**config.mk**
```make
export PLATFORM = sky130hd
export DESIGN_NAME = lf_edge_interval_ssp_flat
export DESIGN_NICKNAME = d
export VERILOG_FILES = /design/src/rtl/lf_edge_interval_ssp_pkg.sv /design/src/rtl/lf_edge_interval_ssp_if.sv /design/src/rtl/lf_record_fifo.sv /design/src/rtl/lf_edge_interval_ssp.sv /design/src/flat_wrapper.sv
export SDC_FILE = /design/constraint.sdc
export NUM_CORES = 1
export LEC_CHECK = 0
export CORE_MARGIN = 2
export CORE_UTILIZATION = 50
export CTS_CLUSTER_SIZE = 28
export DETAILED_ROUTE_END_ITERATION = 16
export DONT_BUFFER_PORTS = 1
export GPL_ROUTABILITY_DRIVEN = 0
export GPL_TIMING_DRIVEN = 0
export HOLD_SLACK_MARGIN = 0.15
export SYNTH_ARGS = -nofsm -noshare
export SYNTH_HDL_FRONTEND = slang
export SYNTH_SLANG_ARGS = --single-unit
```
**constraint.sdc**
```tcl
create_clock -name pck0 -period 2.85 [get_ports pck0]
set_clock_uncertainty 0.2 [all_clocks]
set_input_delay 0.4275 -clock pck0 [delete_from_list [all_inputs] [get_ports pck0]]
set_output_delay 0.4275 -clock pck0 [all_outputs]
set_load 0.05 [all_outputs]
```
**src/rtl/lf_edge_interval_ssp_pkg.sv**
```systemverilog
// Shared constants and types for the edge-interval capture and SSP serializer.
package lf_edge_interval_ssp_pkg;

    localparam int REC_W = 16;
    localparam int INT_W = 15;
    localparam logic [INT_W-1:0] INT_SAT = 15'h7FFF;

    typedef enum logic [1:0] {
        SER_IDLE,
        SER_LOAD,
        SER_SHIFT
    } ser_state_t;

    // A record carries the edge level in its MSB and the interval below it.
    function automatic logic [REC_W-1:0] make_record(input logic level,
                                                     input logic [INT_W-1:0] interval);
        return {level, interval};
    endfunction

endpackage

```
**src/rtl/lf_edge_interval_ssp_if.sv**
```systemverilog
// Three-wire SSP link from the capture block towards the ARM.
interface lf_edge_interval_ssp_if;

    logic ssp_clk;
    logic ssp_frame;
    logic ssp_din;

    modport master (output ssp_clk, ssp_frame, ssp_din);
    modport slave  (input  ssp_clk, ssp_frame, ssp_din);

endinterface

```
**src/rtl/lf_record_fifo.sv**
```systemverilog
// Small synchronous record FIFO; a pop on a full FIFO frees room for a same-cycle push.
module lf_record_fifo #(
    parameter int DEPTH = 4,
    parameter int WIDTH = 16
) (
    input  logic             clk,
    input  logic             rst_n,
    input  logic             flush,
    input  logic             push,
    input  logic [WIDTH-1:0] push_data,
    input  logic             pop,
    output logic [WIDTH-1:0] pop_data,
    output logic             full,
    output logic             empty
);

    localparam int AW = $clog2(DEPTH);
    localparam logic [AW:0] PTR_ONE = {{AW{1'b0}}, 1'b1};

    logic [WIDTH-1:0] mem [DEPTH];
    logic [AW:0]      wr_ptr;
    logic [AW:0]      rd_ptr;
    logic             do_push;
    logic             do_pop;

    // Pointers carry one extra wrap bit so full and empty are distinguishable.
    assign empty    = (wr_ptr == rd_ptr);
    assign full     = (wr_ptr[AW] != rd_ptr[AW]) && (wr_ptr[AW-1:0] == rd_ptr[AW-1:0]);
    assign do_pop   = pop && !empty;
    assign do_push  = push && (!full || do_pop);
    assign pop_data = mem[rd_ptr[AW-1:0]];

    always_ff @(posedge clk) begin
        if (!rst_n || flush) begin
            wr_ptr <= '0;
            rd_ptr <= '0;
        end else begin
            if (do_push) wr_ptr <= wr_ptr + PTR_ONE;
            if (do_pop)  rd_ptr <= rd_ptr + PTR_ONE;
        end
    end

    always_ff @(posedge clk) begin
        if (do_push) mem[wr_ptr[AW-1:0]] <= push_data;
    end

endmodule

```
**src/rtl/lf_edge_interval_ssp.sv**
```systemverilog
// Measures cycles between edge-detector events, queues {level, interval} records
// and shifts them MSB first to the ARM over SSP.
module lf_edge_interval_ssp
    import lf_edge_interval_ssp_pkg::*;
#(
    parameter int FIFO_DEPTH = 4,
    parameter int SSP_HALF   = 4
) (
    input  logic                          pck0,
    input  logic                          rst_n,
    input  logic                          enable,
    input  logic                          edge_toggle,
    input  logic                          edge_state,
    lf_edge_interval_ssp_if.master        ssp,
    output logic                          overflow
);

    localparam int DIV_W = (2 * SSP_HALF > 2) ? $clog2(2 * SSP_HALF) : 1;
    localparam logic [DIV_W-1:0] DIV_LAST = DIV_W'(2 * SSP_HALF - 1);
    localparam logic [DIV_W-1:0] DIV_HALF = DIV_W'(SSP_HALF);
    localparam logic [DIV_W-1:0] DIV_ONE  = DIV_W'(1);
    localparam logic [INT_W-1:0] INT_ONE  = INT_W'(1);

    logic             tog_q;
    logic             evt;
    logic [INT_W-1:0] interval_cnt;
    logic [REC_W-1:0] rec_q;
    logic             rec_valid_q;

    logic [REC_W-1:0] fifo_dout;
    logic             fifo_full;
    logic             fifo_empty;
    logic             fifo_pop;

    ser_state_t       state_q, state_d;
    logic [DIV_W-1:0] div_q, div_d;
    logic [3:0]       bit_q, bit_d;
    logic [REC_W-1:0] shreg_q, shreg_d;
    logic             in_shift;
    logic             ssp_clk_q, ssp_clk_d;
    logic             ssp_frame_q, ssp_frame_d;
    logic             ssp_din_q, ssp_din_d;

    // The toggle is tracked even in reset so release never looks like an edge.
    always_ff @(posedge pck0) begin
        tog_q <= edge_toggle;
    end

    assign evt = (edge_toggle != tog_q) && enable;

    always_ff @(posedge pck0) begin
        if (!rst_n || !enable) begin
            interval_cnt <= '0;
        end else if (evt) begin
            interval_cnt <= INT_ONE;
        end else if (interval_cnt != INT_SAT) begin
            interval_cnt <= interval_cnt + INT_ONE;
        end
    end

    always_ff @(posedge pck0) begin
        if (!rst_n) begin
            rec_valid_q <= 1'b0;
            rec_q       <= '0;
        end else begin
            rec_valid_q <= evt;
            if (evt) rec_q <= make_record(edge_state, interval_cnt);
        end
    end

    // A record is lost only when the FIFO is full and no pop frees a slot.
    always_ff @(posedge pck0) begin
        if (!rst_n || !enable) begin
            overflow <= 1'b0;
        end else if (rec_valid_q && fifo_full && !fifo_pop) begin
            overflow <= 1'b1;
        end
    end

    lf_record_fifo #(
        .DEPTH (FIFO_DEPTH),
        .WIDTH (REC_W)
    ) u_fifo (
        .clk       (pck0),
        .rst_n     (rst_n),
        .flush     (!enable),
        .push      (rec_valid_q),
        .push_data (rec_q),
        .pop       (fifo_pop),
        .pop_data  (fifo_dout),
        .full      (fifo_full),
        .empty     (fifo_empty)
    );

    always_comb begin
        state_d  = state_q;
        div_d    = div_q;
        bit_d    = bit_q;
        shreg_d  = shreg_q;
        fifo_pop = 1'b0;
        case (state_q)
            SER_IDLE: begin
                if (!fifo_empty) state_d = SER_LOAD;
            end
            SER_LOAD: begin
                div_d = '0;
                bit_d = 4'd15;
                // A flush landing on the IDLE->LOAD edge leaves nothing to load.
                if (fifo_empty) begin
                    state_d = SER_IDLE;
                end else begin
                    fifo_pop = 1'b1;
                    shreg_d  = fifo_dout;
                    state_d  = SER_SHIFT;
                end
            end
            SER_SHIFT: begin
                if (div_q == DIV_LAST) begin
                    div_d   = '0;
                    shreg_d = {shreg_q[REC_W-2:0], 1'b0};
                    bit_d   = bit_q - 4'd1;
                    if (bit_q == 4'd0) state_d = fifo_empty ? SER_IDLE : SER_LOAD;
                end else begin
                    div_d = div_q + DIV_ONE;
                end
            end
            default: state_d = SER_IDLE;
        endcase

        // Outputs follow the next state so the pins come straight from flops.
        in_shift    = (state_d == SER_SHIFT);
        ssp_clk_d   = in_shift && (div_d >= DIV_HALF);
        ssp_frame_d = in_shift && (bit_d == 4'd15);
        ssp_din_d   = in_shift && shreg_d[REC_W-1];
    end

    always_ff @(posedge pck0) begin
        if (!rst_n) begin
            state_q     <= SER_IDLE;
            div_q       <= '0;
            bit_q       <= '0;
            shreg_q     <= '0;
            ssp_clk_q   <= 1'b0;
            ssp_frame_q <= 1'b0;
            ssp_din_q   <= 1'b0;
        end else begin
            state_q     <= state_d;
            div_q       <= div_d;
            bit_q       <= bit_d;
            shreg_q     <= shreg_d;
            ssp_clk_q   <= ssp_clk_d;
            ssp_frame_q <= ssp_frame_d;
            ssp_din_q   <= ssp_din_d;
        end
    end

    assign ssp.ssp_clk   = ssp_clk_q;
    assign ssp.ssp_frame = ssp_frame_q;
    assign ssp.ssp_din   = ssp_din_q;

endmodule
```
**src/flat_wrapper.sv**
```systemverilog
// flat-port wrapper written by rule: the top's interface ports become plain ports
module lf_edge_interval_ssp_flat import lf_edge_interval_ssp_pkg::*;
#(
    parameter int FIFO_DEPTH = 4,
    parameter int SSP_HALF   = 4
)
  (pck0, rst_n, enable, edge_toggle, edge_state, overflow, ssp_ssp_clk, ssp_ssp_frame, ssp_ssp_din);
  lf_edge_interval_ssp_if ssp_i ();
  input  logic pck0;
  input  logic rst_n;
  input  logic enable;
  input  logic edge_toggle;
  input  logic edge_state;
  output logic overflow;
  output wire logic [$bits(ssp_i.ssp_clk)-1:0] ssp_ssp_clk;
  output wire logic [$bits(ssp_i.ssp_frame)-1:0] ssp_ssp_frame;
  output wire logic [$bits(ssp_i.ssp_din)-1:0] ssp_ssp_din;
  assign ssp_ssp_clk = ssp_i.ssp_clk;
  assign ssp_ssp_frame = ssp_i.ssp_frame;
  assign ssp_ssp_din = ssp_i.ssp_din;
  lf_edge_interval_ssp #(.FIFO_DEPTH(FIFO_DEPTH), .SSP_HALF(SSP_HALF)) u_core (.pck0(pck0), .rst_n(rst_n), .enable(enable), .edge_toggle(edge_toggle), .edge_state(edge_state), .ssp(ssp_i), .overflow(overflow));
endmodule
```
==> results of run 1 <==
placed cells by master, fill, tap and decap left out, types with 2 or more instances in the layout:
cell / count
nand2_1: 47
xnor2_1: 9
buf_8: 2
mux2i_1: 3
o21ai_1: 12
edfxtp_1: 64
nor3_2: 2
and3_1: 4
xor2_1: 7
and2_1: 5
a31oi_1: 7
nor3_1: 7
nand4_1: 3
a211oi_1: 6
o21ai_0: 21
mux4_2: 15
dlygate4sd3_1: 4
nand2b_1: 2
clkbuf_16: 16
nor2_1: 24
dfxtp_1: 70
nand3_1: 13
clkbuf_8: 2
inv_1: 18
clkinv_2: 2
o22ai_1: 2
a21oi_1: 59
or3_1: 2
nor2_2: 4
clkbuf_1: 26
ha_1: 13
clkinvlp_4: 2
buf_2: 3
bufinv_16: 5
o2bb2ai_1: 2
area by class of cell:
class                   count  area share, %
inverters                  20          1.185
repair buffers              6          1.106
flip-flops and latches    134          52.46
clock inverters             9          2.765
clock buffers              23          7.051
plain buffers              24          1.481
multi-input cells         291          31.19
well taps                 140          2.765
routing by layer:
layer	global-route usage (%)	part of all wire, %
met2	33.21	49
met5	0	0
met1	25.05	45
met3	5.003	3.8
met4	9.799	1.8
state kept, by name (all words and copies together), names as in the netlist, named ones only:
name	count
u_core.rec_valid_q	1
u_core.tog_q	1
u_core.rec_q	16
u_core.interval_cnt	15
u_core.shreg_q	16
u_core.u_fifo.wr_ptr	3
u_core.u_fifo.rd_ptr	3
u_core.ssp.ssp_din	1
u_core.ssp.ssp_frame	1
u_core.ssp.ssp_clk	1
u_core.bit_q	4
u_core.div_q	1
u_core.state_q	2
u_core.overflow	1
u_core.u_fifo.mem	64
what timing repair did:
action,4_1_cts,5_1_grt
resized for setup,0,0
hold buffers,4,0
hold endpoints to repair,29,0
setup endpoints to repair,0,0
worst max-delay path, delay by kind of cell, from the launching register on:
| family | cells | cell delay, ps |
|---|---|---|
| compound gates | 1 | 870 |
| simple gates | 1 | 380 |
| buf+inv | 1 | 90 |
| flops | 1 | 390 |
| fa+ha+maj | 1 | 310 |
worst paths after layout:
check                                        from  slack, ps  depth (start not counted)                       end
worst max register to register  u_core.state_q[1]        260                          4  u_core.u_fifo.mem[2][11]
worst min-delay path                       enable        180                          4           u_core.rec_q[4]
worst max-delay path            u_core.state_q[1]        260                          4  u_core.u_fifo.mem[2][11]
worst min register to register  u_core.shreg_q[0]        280                          2         u_core.shreg_q[0]
per-stage QoR:
step | setup TNS (ps) | cell area [sq um] | hold slack (ps) | instances
floorplan | 0 | 5458 | 250.5 | 469
global placement | -2631 | 5633 | 255.4 | 609
detailed placement | 0 | 5673 | 255.4 | 611
CTS | 0 | 6335 | 155.0 | 647
global route | 0 | 6335 | 227.6 | 647
finish | 0 | 6335 | 178.2 | 647
logic make-up after synthesis:
group | count (synthesis)
adders and majority gates | 13
xor gates and xnor gates | 17
AOI/OAI and AO/OA | 122
muxes | 19
DFF | 134
buffers and inverters | 44
and+or+nand+nor | 120
report_power, final:
group	switching, mW	leakage [nW]	total, mW	internal [mW]
sequential	0.0128	1.21	2.04	2.03
combinational	0.0762	0.650	0.113	0.0370
clock	0.761	0.296	2.29	1.53
total	0.850	2.16	4.44	3.59
==> flow_results.org, run 1 <==
** Synth
- The synthesized netlist devotes 10.32% of its cell area to simple gates.
- Multiplexer cells account for 6.946% of the synthesized area.
- Top cell types by occurrence after synthesis :: dfxtp_1 (70), edfxtp_1 (64), a21oi_1 (59), nand2_1 (47), nor2_1 (28)
- Top cells by area in the synthesized netlist :: edfxtp_1 (35%), dfxtp_1 (26%), mux4_2 (6.2%)
- Fraction of synthesis flops using an asynchronous set or reset pin :: 0%
- Number of enable flip-flop cells after synthesis :: 64
- Count of yosys warnings during synthesis :: 0
- Synthesized area divided by synthesized cell count :: 11.64 sq um
- The synthesized design devotes to its leading area cell type 35.21% of total area.
- Summed over all instances, the cell type with the most area after synthesis is edfxtp_1.
- Main combinational cell family by area after synthesis :: compound AO/OA/AOI/OAI gates
- Library cell with the highest instance count after synthesis :: dfxtp_1
- The cell area that synthesis handed to floorplanning was 5458 sq um.
- Compound-gate portion of the synthesized area :: 12.91%
- After Yosys synthesis, XOR and XNOR cells account for 2.866% of the synthesized area.
- Most used DFF post-synth :: dfxtp_1
- Post-Synthesis Net Count :: 487
- Synth Instances :: 469
- Number of storage elements in the synthesis netlist :: 134
- Count of different cell masters after synthesis :: 51
- Post-synthesis adder-cell area fraction :: 2.980%
- Fraction of the yosys area taken by sequential cells :: 60.89%

** Route
- The first TritonRoute pass finished after 4 iterations.
- Via count :: 3533
- In this run, the number of DRC markers left after iteration 0 of detailed routing was 192.
- In the final routed layout, each cell accounts on average for 16.47 microns.
- Remaining DRCs :: 0
- Using the TritonRoute via totals, the vias-per-cell ratio works out to 5.461.
- Post-route antenna net violation count :: 0
- After detailed routing, the total wire length is 10650 microns.

** Timing
- Headroom to the max-slew limit came out at 39.84%.
- At the pin with the least slew margin, the transition time is 901.4 ps.
- Setup repair after global routing left no endpoint under its margin.
- Upper clock frequency limit :: 386.4 MHz
- Setup violations remaining at the end of the flow were counted as 0.
- The number of failing hold endpoints at the final stage was 0.
- Of the available clock period, the critical path in the final layout requires 90.81%.
- After layout, the minimum clock period comes to 2588 ps.
- Post-route worst setup slack :: 261.9 ps
- The final-report max-slew violation count was 0.

** Worst setup path
- Critical Path Slowest Stage Cell :: o41ai_2
- CP endpoint kind :: flop
- Startpoint types :: flop
- Largest driver fanout on the critical path :: 16
- Traced cell by cell, the critical path runs through inv_1 -> ha_1 -> o41ai_2 -> nor2_2.
- The setup path with the least slack is of type flop to flop.
- The largest single stage delay on the critical path is 870 ps.
- Data arrival time of the critical path :: 2570 ps
- Required time of the worst setup path :: 2830 ps

** Floorplan
- 9 I/O pins were placed.
- Die span in x :: 108.5 microns
- The floorplan step set the die height to 108.5 microns.
- After floorplanning, the core was divided into 38 placement rows.
- Starting density of the core :: 50.79%
- The die covers 11770 sq um.
- The core region is 10750 sq um.

** GRT
- After global routing the overflow that remains totals 0.
- Entering global routing, the biggest net connects 17 pins.
- Total GRT Usage :: 20.24%
- Vias in the first global route :: 3570
- The first global-routing pass estimated 17480 microns of wire.
- Number of antenna violations at the first check in global routing :: 0

** Pwr
- Total power draw :: 4.443 mW
- VDD sags by at most 0.0004830 V.
- Power spread over the standard cell area amounts to 701.3 nW/um^2.
- In this run the static leakage power is 2.159 nW.

** Clock tree
- The clock drives 134 sinks.
- Post-CTS Setup Bufs :: 0
- The clock reaches the later pin of the worst-skew pair after 530 ps.
- Clock-pin transition on the worst setup and hold timing paths :: 60 ps
- Num CTS Buffers :: 17
- TritonCTS built the clock tree.
- The cell sitting at the root of the clock tree is a clkbuf_8.
- Number of levels in the clock H-tree :: 4
- Bufs on Longest Clock Path :: 2

** Final layout
- Summing all flip-flop and latch instances after layout gives 3323 sq um.
- Layout Utilization :: 58.95%
- Antenna Diode Count :: 0
- Proportion of layout cells with a drive suffix above 1 :: 12.43%
- Layout Nets :: 512
- Counting the fill cells in the layout gives 907.
- The multi-input combinational cells in the finished layout cover a total of 1976 sq um.
- The area growth from synthesis to layout is 16.07%.

** Placement
- DP Wirelength :: 7183 microns
- During placement, the flow inserted port buffers numbering 0.
- Prior to clock tree synthesis, the placed netlist has a worst setup slack of 267.0 ps.

** Run status
- The run finished with clean final reports.

** Min path
- The tightest min-delay check is of the primary input to flop type.

** Run
- Total of max-cap violations :: 0
Power figures use the tool's default switching activity.
==> inputs of run 2 (changes only) <==
--- a/config.mk
+++ b/config.mk
@@ -5,7 +5,6 @@
 export SDC_FILE = /design/constraint.sdc
 export NUM_CORES = 1
 export LEC_CHECK = 0
-export CORE_MARGIN = 2
 export CORE_UTILIZATION = 50
 export CTS_CLUSTER_SIZE = 28
 export DETAILED_ROUTE_END_ITERATION = 16
@@ -13,6 +12,7 @@
 export GPL_ROUTABILITY_DRIVEN = 0
 export GPL_TIMING_DRIVEN = 0
 export HOLD_SLACK_MARGIN = 0.15
+export RECOVER_POWER = 100
 export SYNTH_ARGS = -nofsm -noshare
 export SYNTH_HDL_FRONTEND = slang
 export SYNTH_SLANG_ARGS = --single-unit
==> flow_results.org, run 2 (synthesized netlist as in run 1, its figures left out) <==
** Run status
- Outcome: completed (unchanged).

** GRT
- The total congestion overflow after global routing was 0 (unchanged).
- The number of global-route vias before repair came to 3564 (was 3570).
- First-pass GRT wire length :: 17560 microns (was 17480 microns)
- The total routing resource utilization after global routing is 20.77% (was 20.24%).
- The pin count of the biggest net entering global routing was 17 (unchanged).
- Number of antenna violations at the first check in global routing :: 0 (unchanged)

** Timing
- The portion of the clock cycle consumed by the worst path in the final layout is 93.22% (was 90.81%).
- Upper clock frequency limit :: 376.4 MHz (was 386.4 MHz)
- Final Slew Violations :: 0 (unchanged)
- The sum of negative setup slack was 0 ps (unchanged).
- The worst slew margin relative to its limit is 42.12% (was 39.84%).
- Setup repair after global routing missed its margin: false (unchanged).
- The actual transition at the worst max-transition pin came to 861.5 ps (was 901.4 ps).
- The final worst hold slack is 202.8 ps (was 178.2 ps).
- The minimum period implied by the final worst setup slack was 2657 ps (was 2588 ps).
- The number of failing hold endpoints at the final stage is 0 (unchanged).
- Post-route worst setup slack :: 193.3 ps (was 261.9 ps)
- Finish-stage setup viols :: 0 (unchanged)

** Route
- The DRC marker count from the first detailed-route iteration came to 186 (was 192).
- Post-route antenna net violation count :: 0 (unchanged)
- The number of search-and-repair iterations in the first detailed-routing pass came to 4 (unchanged).
- The remaining routing DRC violations was 0 (unchanged).
- The routed via count divided by cell count was 5.535 (was 5.461).
- Via count :: 3570 (was 3533)
- Avg WL per Cell :: 16.72 microns (was 16.47 microns)
- Wire length after detailed routing :: 10790 microns (was 10650 microns)

** Worst setup path
- CP endpoint kind :: flop (unchanged)
- Largest driver fanout on the critical path :: 15 (was 16)
- The endpoint required time on the critical path is 2890 ps (was 2830 ps).
- Startpoint types :: flop (unchanged)
- CP Class :: flop to flop (unchanged)
- Data arrival time of the critical path :: 2700 ps (was 2570 ps)

** Placement
- DP Wirelength :: 7376 microns (was 7183 microns)
- The number of port buffers was 0 (unchanged).
- Post-place setup slack :: 166.5 ps (was 267.0 ps)
- Placed Cells incl. Taps :: 609 (was 611)

** Final layout
- Fill cell instance count of the final layout :: 887 (was 907)
- Layout Nets :: 514 (was 512)
- The register area was 3323 sq um (unchanged).
- Layout Utilization :: 60.18% (was 58.95%)
- The number of cells in the finished layout apart from fillers came to 645 (was 647).
- Commonest non-fill, non-tap cell in the layout :: dfxtp_1 (unchanged)
- The footprint of the multi-input gates was 1948 sq um (was 1976 sq um).
- Most used cells in the layout excluding fill and tap cells :: dfxtp_1 (70), edfxtp_1 (64), a21oi_1 (60) (was dfxtp_1 (70), edfxtp_1 (64), a21oi_1 (59))
- Area delta synth->final :: 15.36% (was 16.07%)
- The fraction of layout cells with a size suffix above 1 was 11.79% (was 12.43%).
- Max FFs per register :: 64 (unchanged)
- The count of inserted antenna diode cells is 0 (unchanged).

** Clock tree
- The total of cells resized after clock tree synthesis was 0 (unchanged).
- The CTS clock-pin slew for the worst setup and hold paths came to 60 ps (about the same).
- Post-CTS Setup Bufs :: 0 (unchanged)
- The maximum count of clock buffers along a single path came to 2 (unchanged).
- Num CTS Buffers :: 17 (unchanged)
- Root cell of the clock tree :: clkbuf_8 (unchanged)
- Number of levels in the clock H-tree :: 4 (unchanged)
- The insertion delay of the later-clocked pin in the worst-skew pair came to 520 ps (was 530 ps).
- Clock tree from TritonCTS :: built (unchanged)
- The number of clock sinks was 134 (unchanged).

** Run
- Total of max-cap violations :: 0 (unchanged)

** Pwr
- The worst vdd rail ir drop is 0.0004032 V (was 0.0004830 V).
- Lkg Pwr :: 2.162 nW (was 2.159 nW)
- The total power density per cell area was 698.0 nW/um^2 (was 701.3 nW/um^2).

** Floorplan
- The number of I/O pins came to 9 (unchanged).
- The total number of placement rows was 37 (was 38).
- The initial core utilization is 52.16% (was 50.79%).
- The vertical die dimension came to 106.5 microns (was 108.5 microns).
- Core region area :: 10460 sq um (was 10750 sq um)
- Die span in x :: 106.5 microns (was 108.5 microns)
- Die area :: 11340 sq um (was 11770 sq um)

** Min path
- Tightest Hold Check Type :: primary input to flop (unchanged)
-- run 2: changes by cell type in the layout (fill, tap and decap cells not counted), moves of 4 or more --
cell	delta
o21ai_1	-9
and2_1	-4
clkbuf_1	-5
and2_0	+4
o21ai_0	+9
inv_6	+5
-- run 2: worst paths after layout --
kind                      from                 endpoint  slack (ps)  cells past startpoint
max          u_core.state_q[1]  u_core.u_fifo.mem[3][9]         190                      5
min                     enable          u_core.rec_q[4]         200                      4
max reg2reg  u_core.state_q[1]  u_core.u_fifo.mem[3][9]         190                      5
min reg2reg  u_core.shreg_q[0]        u_core.shreg_q[0]         290                      2
-- run 2: critical path: stages (launching register included) --
cell      delay, ps
dfxtp_1         400
inv_1            90
ha_1            310
o41ai_2         810
nor2_1          240
clkbuf_4        320
-- run 2: timing repair --
item / CTS / global route
hold endpoints to repair: 29 / 0
hold buffers: 4 / 0
setup endpoints to repair: 0 / 0
-- run 2: where the power goes --
part           internal [mW]  leakage [nW]  switching (mW)  total (mW)
clock                   1.43         0.297           0.819        2.24
combinational         0.0365         0.652          0.0745       0.111
sequential              2.03          1.21          0.0130        2.04
-- run 2: area by class of cell --
type / count / area share [%]
clock inverters: 15 / 3.160
flip-flops and latches: 134 / 52.78
inverters: 20 / 1.192
well taps: 136 / 2.703
repair buffers: 8 / 1.153
clock buffers: 17 / 6.578
multi-input cells: 291 / 30.94
plain buffers: 24 / 1.490
-- run 2: through the flow --
stage / instance area, sq um / power [mW]
after detailed placement: 5698 / 2.189
after floorplan: 5458 / 2.153
after global routing: 6296 / 4.536
after global placement: 5628 / 2.184
final: 6296 / 4.394
after CTS: 6351 / 4.440
-- run 2: metal layers --
layer	wire [microns]	GRT usage, %	share of wire, %	vias up
li1	-	-	-	1766
met1	4977	26.08	46	1725
met2	5277	34.14	49	67
met3	389	5.334	3.6	12
met4	142	8.708	1.3	0
met5	0	0	0	-
